==> config.mk <==
export PLATFORM = sky130hd
export DESIGN_NAME = blockmem_reader
export DESIGN_NICKNAME = d
export VERILOG_FILES = /design/src/rtl/blockmem_reader_pkg.sv /design/src/rtl/blockmem_reader_fifo.sv /design/src/rtl/blockmem_reader.sv
export SDC_FILE = /design/constraint.sdc
export NUM_CORES = 1
export LEC_CHECK = 0
export BUFFER_PORTS_ARGS = -buffer_cell sky130_fd_sc_hd__buf_2
export CAP_MARGIN = 10
export CORE_MARGIN = 3
export CORE_UTILIZATION = 60
export DETAILED_ROUTE_END_ITERATION = 6
export PLACE_DENSITY_LB_ADDON = 0.08
export SLEW_MARGIN = 15
export SYNTH_ARGS = -nofsm -noshare
export SYNTH_HDL_FRONTEND = slang
export SYNTH_SLANG_ARGS = --single-unit
==> constraint.sdc <==
create_clock -name clk -period 3.7 [get_ports clk]
set_clock_uncertainty 0.05 [all_clocks]
set_input_delay 0.185 -clock clk [delete_from_list [all_inputs] [get_ports clk]]
set_output_delay 0.185 -clock clk [all_outputs]
set_load 0.05 [all_outputs]
==> src/rtl/blockmem_reader_pkg.sv <==
// Shared widths and controller state encoding for the block-memory read master.
package blockmem_reader_pkg;

    localparam int ADDR_WIDTH = 8;
    localparam int DATA_WIDTH = 32;
    localparam int LEN_WIDTH  = 9;

    typedef enum logic [1:0] {
        CTRL_IDLE  = 2'd0,
        CTRL_READ  = 2'd1,
        CTRL_DRAIN = 2'd2,
        CTRL_DONE  = 2'd3
    } ctrl_state_t;

endpackage

==> src/rtl/blockmem_reader_fifo.sv <==
// Two-entry shift FIFO carrying a data word and its last tag; entry 0 is the head.
module blockmem_reader_fifo #(
    parameter int DATA_WIDTH = 32
) (
    input  logic                  clk,
    input  logic                  reset_n,
    input  logic                  i_push,
    input  logic [DATA_WIDTH-1:0] i_push_data,
    input  logic                  i_push_last,
    input  logic                  i_pop,
    output logic [1:0]            o_count,
    output logic                  o_valid,
    output logic [DATA_WIDTH-1:0] o_head_data,
    output logic                  o_head_last
);

    logic [DATA_WIDTH-1:0] r_data0;
    logic [DATA_WIDTH-1:0] r_data1;
    logic                  r_last0;
    logic                  r_last1;
    logic [1:0]            r_count;
    logic                  w_pop;
    logic                  w_push;

    assign w_pop  = i_pop && (r_count != 2'd0);
    assign w_push = i_push && ((r_count != 2'd2) || w_pop);

    always_ff @(posedge clk or negedge reset_n) begin
        if (!reset_n) begin
            r_data0 <= '0;
            r_data1 <= '0;
            r_last0 <= 1'b0;
            r_last1 <= 1'b0;
            r_count <= 2'd0;
        end else begin
            case ({w_push, w_pop})
                2'b10: begin
                    if (r_count == 2'd0) begin
                        r_data0 <= i_push_data;
                        r_last0 <= i_push_last;
                    end else begin
                        r_data1 <= i_push_data;
                        r_last1 <= i_push_last;
                    end
                    r_count <= r_count + 2'd1;
                end
                2'b01: begin
                    r_data0 <= r_data1;
                    r_last0 <= r_last1;
                    r_count <= r_count - 2'd1;
                end
                2'b11: begin
                    // Simultaneous push/pop: the new word lands behind whatever remains.
                    if (r_count == 2'd1) begin
                        r_data0 <= i_push_data;
                        r_last0 <= i_push_last;
                    end else begin
                        r_data0 <= r_data1;
                        r_last0 <= r_last1;
                        r_data1 <= i_push_data;
                        r_last1 <= i_push_last;
                    end
                end
                default: ;
            endcase
        end
    end

    assign o_count     = r_count;
    assign o_valid     = (r_count != 2'd0);
    assign o_head_data = r_data0;
    assign o_head_last = r_last0;

endmodule

==> src/rtl/blockmem_reader.sv <==
// Streams a contiguous run of block-memory words onto a valid/ready port, tagging the last word.
module blockmem_reader
    import blockmem_reader_pkg::*;
#(
    parameter int ADDR_WIDTH = blockmem_reader_pkg::ADDR_WIDTH,
    parameter int DATA_WIDTH = blockmem_reader_pkg::DATA_WIDTH,
    parameter int LEN_WIDTH  = blockmem_reader_pkg::LEN_WIDTH
) (
    input  logic                  clk,
    input  logic                  reset_n,
    input  logic                  start,
    input  logic [ADDR_WIDTH-1:0] base_addr,
    input  logic [LEN_WIDTH-1:0]  length,
    output logic                  busy,
    output logic                  done,
    output logic                  rd,
    output logic [ADDR_WIDTH-1:0] read_addr,
    input  logic [DATA_WIDTH-1:0] read_data,
    output logic                  out_valid,
    input  logic                  out_ready,
    output logic [DATA_WIDTH-1:0] out_data,
    output logic                  out_last,
    output ctrl_state_t           dbg_state
);

    ctrl_state_t           r_state;
    logic [ADDR_WIDTH-1:0] r_base;
    logic [LEN_WIDTH-1:0]  r_len;
    logic [LEN_WIDTH-1:0]  r_issue_idx;
    logic                  r_inflight;
    logic                  r_infl_last;
    logic [ADDR_WIDTH-1:0] r_last_addr;
    logic                  r_busy;
    logic                  r_done;

    logic [1:0]            w_count;
    logic                  w_head_valid;
    logic                  w_head_last;
    logic                  w_pop;
    logic                  w_room;
    logic                  w_issue;
    logic                  w_issue_last;
    logic [ADDR_WIDTH-1:0] w_issue_addr;

    // Stream handshake: a word moves on a rising edge where out_valid && out_ready;
    // out_valid never drops and out_data/out_last never change while waiting for ready.
    assign w_pop        = w_head_valid && out_ready;
    assign w_room       = (({1'b0, w_count} + {2'b00, r_inflight}) < 3'd2);
    assign w_issue      = (r_state == CTRL_READ) && (r_issue_idx < r_len) && (w_room || w_pop);
    assign w_issue_last = (r_issue_idx == (r_len - LEN_WIDTH'(1)));
    assign w_issue_addr = r_base + r_issue_idx[ADDR_WIDTH-1:0];

    blockmem_reader_fifo #(
        .DATA_WIDTH (DATA_WIDTH)
    ) u_fifo (
        .clk         (clk),
        .reset_n     (reset_n),
        .i_push      (r_inflight),
        .i_push_data (read_data),
        .i_push_last (r_infl_last),
        .i_pop       (w_pop),
        .o_count     (w_count),
        .o_valid     (w_head_valid),
        .o_head_data (out_data),
        .o_head_last (w_head_last)
    );

    always_ff @(posedge clk or negedge reset_n) begin
        if (!reset_n) begin
            r_state     <= CTRL_IDLE;
            r_base      <= '0;
            r_len       <= '0;
            r_issue_idx <= '0;
            r_inflight  <= 1'b0;
            r_infl_last <= 1'b0;
            r_last_addr <= '0;
            r_busy      <= 1'b0;
            r_done      <= 1'b0;
        end else begin
            r_inflight  <= w_issue;
            r_infl_last <= w_issue && w_issue_last;
            if (w_issue) begin
                r_issue_idx <= r_issue_idx + LEN_WIDTH'(1);
                r_last_addr <= w_issue_addr;
            end
            case (r_state)
                CTRL_IDLE: begin
                    if (start) begin
                        r_base      <= base_addr;
                        r_len       <= length;
                        r_issue_idx <= '0;
                        if (length == '0) begin
                            r_state <= CTRL_DONE;
                            r_done  <= 1'b1;
                        end else begin
                            r_state <= CTRL_READ;
                            r_busy  <= 1'b1;
                        end
                    end
                end
                CTRL_READ: begin
                    if (w_issue && w_issue_last) r_state <= CTRL_DRAIN;
                end
                CTRL_DRAIN: begin
                    // Leave as the final word is handshaken so done lands one cycle later.
                    if (!r_inflight && ((w_count == 2'd0) || ((w_count == 2'd1) && w_pop))) begin
                        r_state <= CTRL_DONE;
                        r_busy  <= 1'b0;
                        r_done  <= 1'b1;
                    end
                end
                CTRL_DONE: begin
                    r_state <= CTRL_IDLE;
                    r_done  <= 1'b0;
                end
                default: r_state <= CTRL_IDLE;
            endcase
        end
    end

    assign rd        = w_issue;
    assign read_addr = w_issue ? w_issue_addr : r_last_addr;
    assign busy      = r_busy;
    assign done      = r_done;
    assign out_valid = w_head_valid;
    assign out_last  = w_head_last && w_head_valid;
    assign dbg_state = r_state;

endmodule

After elaboration in Yosys (flattened, before gate mapping)
Cells that the tools add are included.
{"block": "totals", "regBits": 108, "input_bits": 53, "out_inout_bits": 47, "wordCells": 97}
{"block": "op_classes", "addsub": 6, "n_lt_le_gt_ge": 2, "n_eq_ne": 17, "muxes": 30, "reduce_logical": 28}
{"operator": "32-bit 2-to-1 mux", "count": 4}
{"operator": "32-bit one-hot mux with 3 select lines", "count": 1}
{"operator": "32-bit one-hot mux with 2 select lines", "count": 1}
{"operator": "9-bit 2-to-1 mux", "count": 3}
{"operator": "2-bit != test (second input constant)", "count": 8}
{"operator": "1-bit 2-to-1 mux", "count": 10}
{"operator": "9-bit by 1-bit adder with 9-bit output (second input constant)", "count": 1}
{"operator": "9-bit == test", "count": 1}
{"operator": "1-bit logical AND", "count": 9}
{"operator": "9-bit logical NOT", "count": 1}
{"operator": "9-bit < comparator", "count": 1}
{"operator": "9-bit by 1-bit subtractor with 9-bit output (second input constant)", "count": 1}
{"operator": "8-bit adder", "count": 1}
{"operator": "2-bit == test (second input constant)", "count": 4}
{"operator": "2-bit 2-to-1 mux", "count": 4}
{"operator": "8-bit 2-to-1 mux", "count": 1}
{"operator": "2-bit one-hot mux with 4 select lines", "count": 1}
{"operator": "4-bit AND reduction", "count": 2}
{"operator": "2-bit nonzero test", "count": 4}
{"operator": "2-bit by 1-bit == test with 1-bit output (second input constant)", "count": 3}
{"operator": "1-bit one-hot mux with 3 select lines", "count": 2}
{"operator": "3-bit AND reduction", "count": 2}
{"operator": "3-bit nonzero test", "count": 2}
{"operator": "2-bit logical NOT", "count": 2}
{"operator": "10 further kinds", "count": 14}

Logic depth before layout (Yosys ltp)
{"block": "logic_depth", "depth_word": 8, "ltp_mapped": 10, "ltp_nobuf": 9}

Modules after synthesis
Synthesis repeated with hierarchy kept, for this count alone.
{"block": "unflattened", "cells_unflattened": 584, "hier_area_um2": 5793.1}
{"mod": "blockmem_reader_fifo", "n_inst": 1, "cells_per_inst": 282, "area_per_inst_um2": 3196.8, "seq_area_each_um2": 1701.6}
{"mod": "blockmem_reader", "n_inst": 1, "cells_per_inst": 302, "area_per_inst_um2": 2596.2, "seq_area_each_um2": 1001.0}

Worst setup path after synthesis
Ideal clock, no wire load.
{"block": "synth_path", "path_type": "register to register", "from": "register r_state[1] (netlist: dbg_state[1])", "to": "register r_last_addr[5]", "setup_time_ns": 0.248, "t_arrival_ns": 3.198, "t_required_ns": 3.402, "path_slack_ns": 0.204, "path_stages_with_launch": 9, "n_path_buf": 2, "period_less_slack_ns": 3.496, "path_cell_list": "dfrtp_1 > inv_1 > ha_1 > nor2b_1 > o221ai_1 > or2_1 > buf_2 > clkbuf_1 > o21ai_0"}
{"block": "synth_between", "elab_chain_len": 4}
{"item": "from (decl)", "line": "blockmem_reader.sv:26", "source": "ctrl_state_t r_state;"}
{"item": "from (signal assigned)", "line": "blockmem_reader.sv:70", "source": "r_state <= CTRL_IDLE;"}
{"item": "from (signal assigned)", "line": "blockmem_reader.sv:93", "source": "r_state <= CTRL_DONE;"}
{"item": "from (signal assigned)", "line": "blockmem_reader.sv:96", "source": "r_state <= CTRL_READ;"}
{"item": "2-bit by 1-bit == test with 1-bit output", "line": "blockmem_reader.sv:49", "source": "assign w_issue = (r_state == CTRL_READ) && (r_issue_idx < r_len) && (w_room || w_pop);"}
{"item": "1-bit logical AND (2 in a row)", "line": "blockmem_reader.sv:49"}
{"item": "8-bit 2-to-1 mux"}
{"item": "via read_addr[5]", "line": "blockmem_reader.sv:17", "source": "output logic [ADDR_WIDTH-1:0] read_addr,"}
{"item": "to (signal assigned)", "line": "blockmem_reader.sv:84", "source": "r_last_addr <= w_issue_addr;"}
{"item": "to (decl)", "line": "blockmem_reader.sv:32", "source": "logic [ADDR_WIDTH-1:0] r_last_addr;"}
The timed path passes the listed nets, and every way through them passes these cells.
A chain may end at the register's enable or synchronous reset.

Worst setup path after layout
{"block": "layout_path", "from": "register u_fifo.r_count[0] (netlist: u_fifo.o_count[0])", "to": "output read_addr[6]"}
{"block": "layout_between", "elab_chain_len": 5, "elab_cells_between_ends": 7, "cone_classes": "1 x add/sub; 1 x order compare; 1 x mux; 4 x reduce/logical"}
{"item": "from (decl)", "line": "blockmem_reader_fifo.sv:21", "source": "logic [1:0] r_count;"}
{"item": "from (signal assigned)", "line": "blockmem_reader_fifo.sv:45", "source": "r_count <= r_count + 2'd1;"}
{"item": "from (signal assigned)", "line": "blockmem_reader_fifo.sv:50", "source": "r_count <= r_count - 2'd1;"}
{"item": "2-bit by 1-bit adder with 3-bit output or 2-bit nonzero test (tied branches)", "line": "blockmem_reader.sv:48, blockmem_reader_fifo.sv:70"}
{"item": "3-bit by 2-bit < comparator with 1-bit output or 1-bit logical AND (tied branches)", "line": "blockmem_reader.sv:48, blockmem_reader.sv:47"}
{"item": "1-bit logical OR *", "line": "blockmem_reader.sv:49"}
{"item": "1-bit logical AND *", "line": "blockmem_reader.sv:49"}
{"item": "8-bit 2-to-1 mux *"}
{"item": "to (decl)", "line": "blockmem_reader.sv:17"}
Every way passes the cells marked *; elsewhere a longest branch is shown, timed or not.

==> results.py <==
metrics = {
    "status": {
        "status": "completed",
    },
    "drt": {
        "avgViaCountPerCell": 5.58,
        "vias": 4260,
        "wl_per_cell_um": 15.4,
        "wl_mm": 11.8,
        "route.detailed.drc": 0,
        "drt-initial-drc-count": 151,
        "ant_nets": 0,
        "first_pass_iters": 4,
    },
    "critical_path": {
        "crit_slowest_cell": "or2_2",
        "crit_family": "simple AND/OR/NAND/NOR gates",
        "critPathLaunchType": "flip-flop",
        "critPathArrivalTime_ns": 3.17,
        "crit_fanout": 21,
        "worstPathRequired_ns": 3.46,
        "critPathKind": "reg2out",
        "worst-path-buf-inv": 3,
        "reg2reg_from": "u_fifo.o_count[0]",
        "timing.rr.end": "r_issue_idx[8]",
        "slowest_delay_ns": 0.55,
        "end_kind": "output pin",
        "r2r_cells": 7,
        "r2r_setup_slack_ns": 0.78,
        "crit_chain": "inv_1 -> ha_1 -> nor2b_1 -> o221ai_1 -> or2_2 -> inv_2 -> nand4_1 -> nand3_1 -> buf_2",
        "crit_path_start": "u_fifo.o_count[0]",
    },
    "clock_tree": {
        "cts_tree": "yes",
        "clockBufferDepth": 2,
        "cts.sinks": 108,
        "cts.reportedPaths.clkPinSlew_ns": 0.12,
        "insertion_delay_ns": 0.38,
        "ctsRootBufferMaster": "clkbuf_8",
        "cts_buffers": 9,
        "htreeDepth": 3,
    },
    "global_route": {
        "grt_max_degree": 60,
        "grt_first_pass_wirelength_mm": 19.0,
        "overflow": 0,
        "antenna_found_initial": 0,
        "grt_util_all_layers": 0.233,
        "grt_pass1_vias": 4025,
    },
    "finish": {
        "diodes": 0,
        "nets": 731,
        "postLayoutCoreUtil": 0.750,
        "n_fill_cell": 621,
        "area_growth_pct": 20.6,
        "drive_gt1_frac": 0.247,
    },
    "timing": {
        "setup_viol": 0,
        "rsz0062_at_grt": "no",
        "drv_slew": 0,
        "maxSlewHeadroom": 0.278,
        "hold_viol_final": 0,
        "worstMarginPinSlew_ns": 1.08,
        "layout_setup_ws_ns": 0.291,
        "fin_setup_tns_ns": 0,
        "min_period_over_period": 0.921,
        "period_needed_ns": 3.41,
        "fmax_mhz": 293,
    },
    "synthesis": {
        "synth_nets": 609,
        "muxShareOfSynthArea": 0.131,
        "synthCells": 529,
        "yosysTopAreaCell": "dfrtp_1",
        "synth_area_leaders": "dfrtp_1, mux2_2, mux2i_1, ha_1, a21oi_1",
        "ys_ff_latch": 108,
        "synth.avg_cell_area_um2": 10.3,
        "postSynth.asyncResetShare": 1.00,
        "ys_types": 48,
        "yosys_warnings": 0,
        "synthAdderAreaFrac": 0.0633,
        "synth_compound_area_frac": 0.0993,
        "yosysTopAreaCellShare": 0.496,
        "synth_xor_area_frac": 0.0369,
        "synth_top_family_by_area": "simple AND/OR/NAND/NOR gates",
        "synth_edf_count": 0,
        "syn-cell-area_um2": 5450,
        "synth_ff_type": "dfrtp_1",
        "yosysSeqAreaShare": 0.496,
        "synthSimpleGateAreaFrac": 0.141,
    },
    "placement": {
        "numPortBuffers": 99,
        "pre_cts_slack_ns": 0.698,
        "post-dp-hpwl_mm": 8.14,
        "routabilityCongestion": 0.895,
    },
    "hold_path": {
        "holdPathEnd": "u_fifo.r_data1[10]",
        "hold_path_class": "in2reg",
        "min-delay-start": "read_data[10]",
        "hold_depth": 2,
    },
    "floorplanning": {
        "die_h_um": 101,
        "die_area_um2": 10300,
        "io_pins": 100,
        "initial_core_util": 0.622,
        "die_x_um": 101,
        "design.core.area_um2": 8760,
        "rows": 34,
    },
    "power": {
        "vdd_drop_max_mv": 0.779,
        "pwr_density_cell_nw_per_um2": 848,
        "p_leak_nw": 3.15,
    },
    "run": {
        "cap_violations": 0,
    },
}
[cell usage after synthesis, types with 3 or more instances]
master,n
dfrtp_1,108
nor2_1,53
xor2_1,6
a21oi_1,47
xnor2_1,17
ha_1,26
nand3_1,7
nand4_1,7
or4b_1,3
buf_2,3
o21a_1,3
o21ai_0,23
nor2b_1,8
o31ai_1,3
nor4_1,4
clkbuf_1,15
nor3_1,8
or4_1,3
nand2_1,54
mux2_2,33
mux2i_1,34
inv_1,24
buf_1,5
[routing by layer]
metal	vias up	wire length, µm	global-route usage
li1	2078	-	-
met5	-	0	0
met2	104	5810	0.386
met3	17	514	0.0420
met4	0	164	0.0685
met1	2061	5300	0.316
[cells in the final DEF, fill, tap and decap left out, types with 7 or more instances in the layout]
cell and count:
xnor2_1 17, clkbuf_8 9, buf_2 98, mux2i_1 34, a21oi_1 47, inv_1 24
ha_1 26, nor3_1 8, dfrtp_1 108, o21ai_0 22, nand2_1 53, mux2_2 33
nor2_1 53, dlygate4sd3_1 31, nand4_1 7, nor2b_1 8
[layout make-up]
type                    instances  area, µm²  share of cell area
repair buffers                134        838               0.127
inverters                      25       93.8              0.0143
multi-input cells             373       2590               0.393
well taps                     108        135              0.0205
clock inverters                 7       95.1              0.0145
clock buffers                   9        124              0.0188
flip-flops and latches        108       2700               0.411
[kinds of logic after synthesis]
| logic type | after synthesis |
|---|---|
| XOR/XNOR | 23 |
| buffers and inverters | 48 |
| multiplexers | 67 |
| AO/OA/AOI/OAI | 94 |
| flip-flops | 108 |
| adder cells (fa/ha/maj) | 27 |
| AND/OR/NAND/NOR | 162 |
[sequential cells by signal, indices dropped and copies added (netlist names)]
| signal | count |
|---|---|
| busy | 1 |
| dbg_state | 2 |
| done | 1 |
| r_base | 8 |
| r_infl_last | 1 |
| r_inflight | 1 |
| r_issue_idx | 9 |
| r_last_addr | 8 |
| r_len | 9 |
| u_fifo.o_count | 2 |
| u_fifo.o_head_data | 32 |
| u_fifo.o_head_last | 1 |
| u_fifo.r_data1 | 32 |
| u_fifo.r_last1 | 1 |
[per-stage QoR]
step                total power (W)  cells  hold WS (ns)  instance area, µm²
floorplan                   0.00415    529        -0.161                5450
global placement            0.00473    717         0.245                6050
detailed placement          0.00481    717         0.257                6050
CTS                         0.00560    761     0.0000732                6550
global route                0.00593    764       0.00346                6580
finish                      0.00558    764       0.00951                6580
[worst max-delay path by stage]
stage                     endpoint  cells past startpoint
floorplan           r_last_addr[5]                      8
global placement      read_addr[6]                      9
detailed placement    read_addr[6]                      9
CTS                   read_addr[6]                      9
global route          read_addr[6]                      9
finish                read_addr[6]                      9
[report_power, final]
group	leakage (nW)	switching (W)	internal [W]
combinational	1.79	0.00189	0.000964
sequential	1.25	0.000305	0.00164
clock	0.110	0.000438	0.000332
total	3.15	0.00264	0.00294
[timing repair]
item,4_1_cts,5_1_grt
endpoints found under the setup margin,0,3
gates resized for setup,0,1
setup buffers,0,0
hold endpoints to repair,84,3
hold buffers,28,3
No activity file was read; power rests on OpenSTA's default activity.
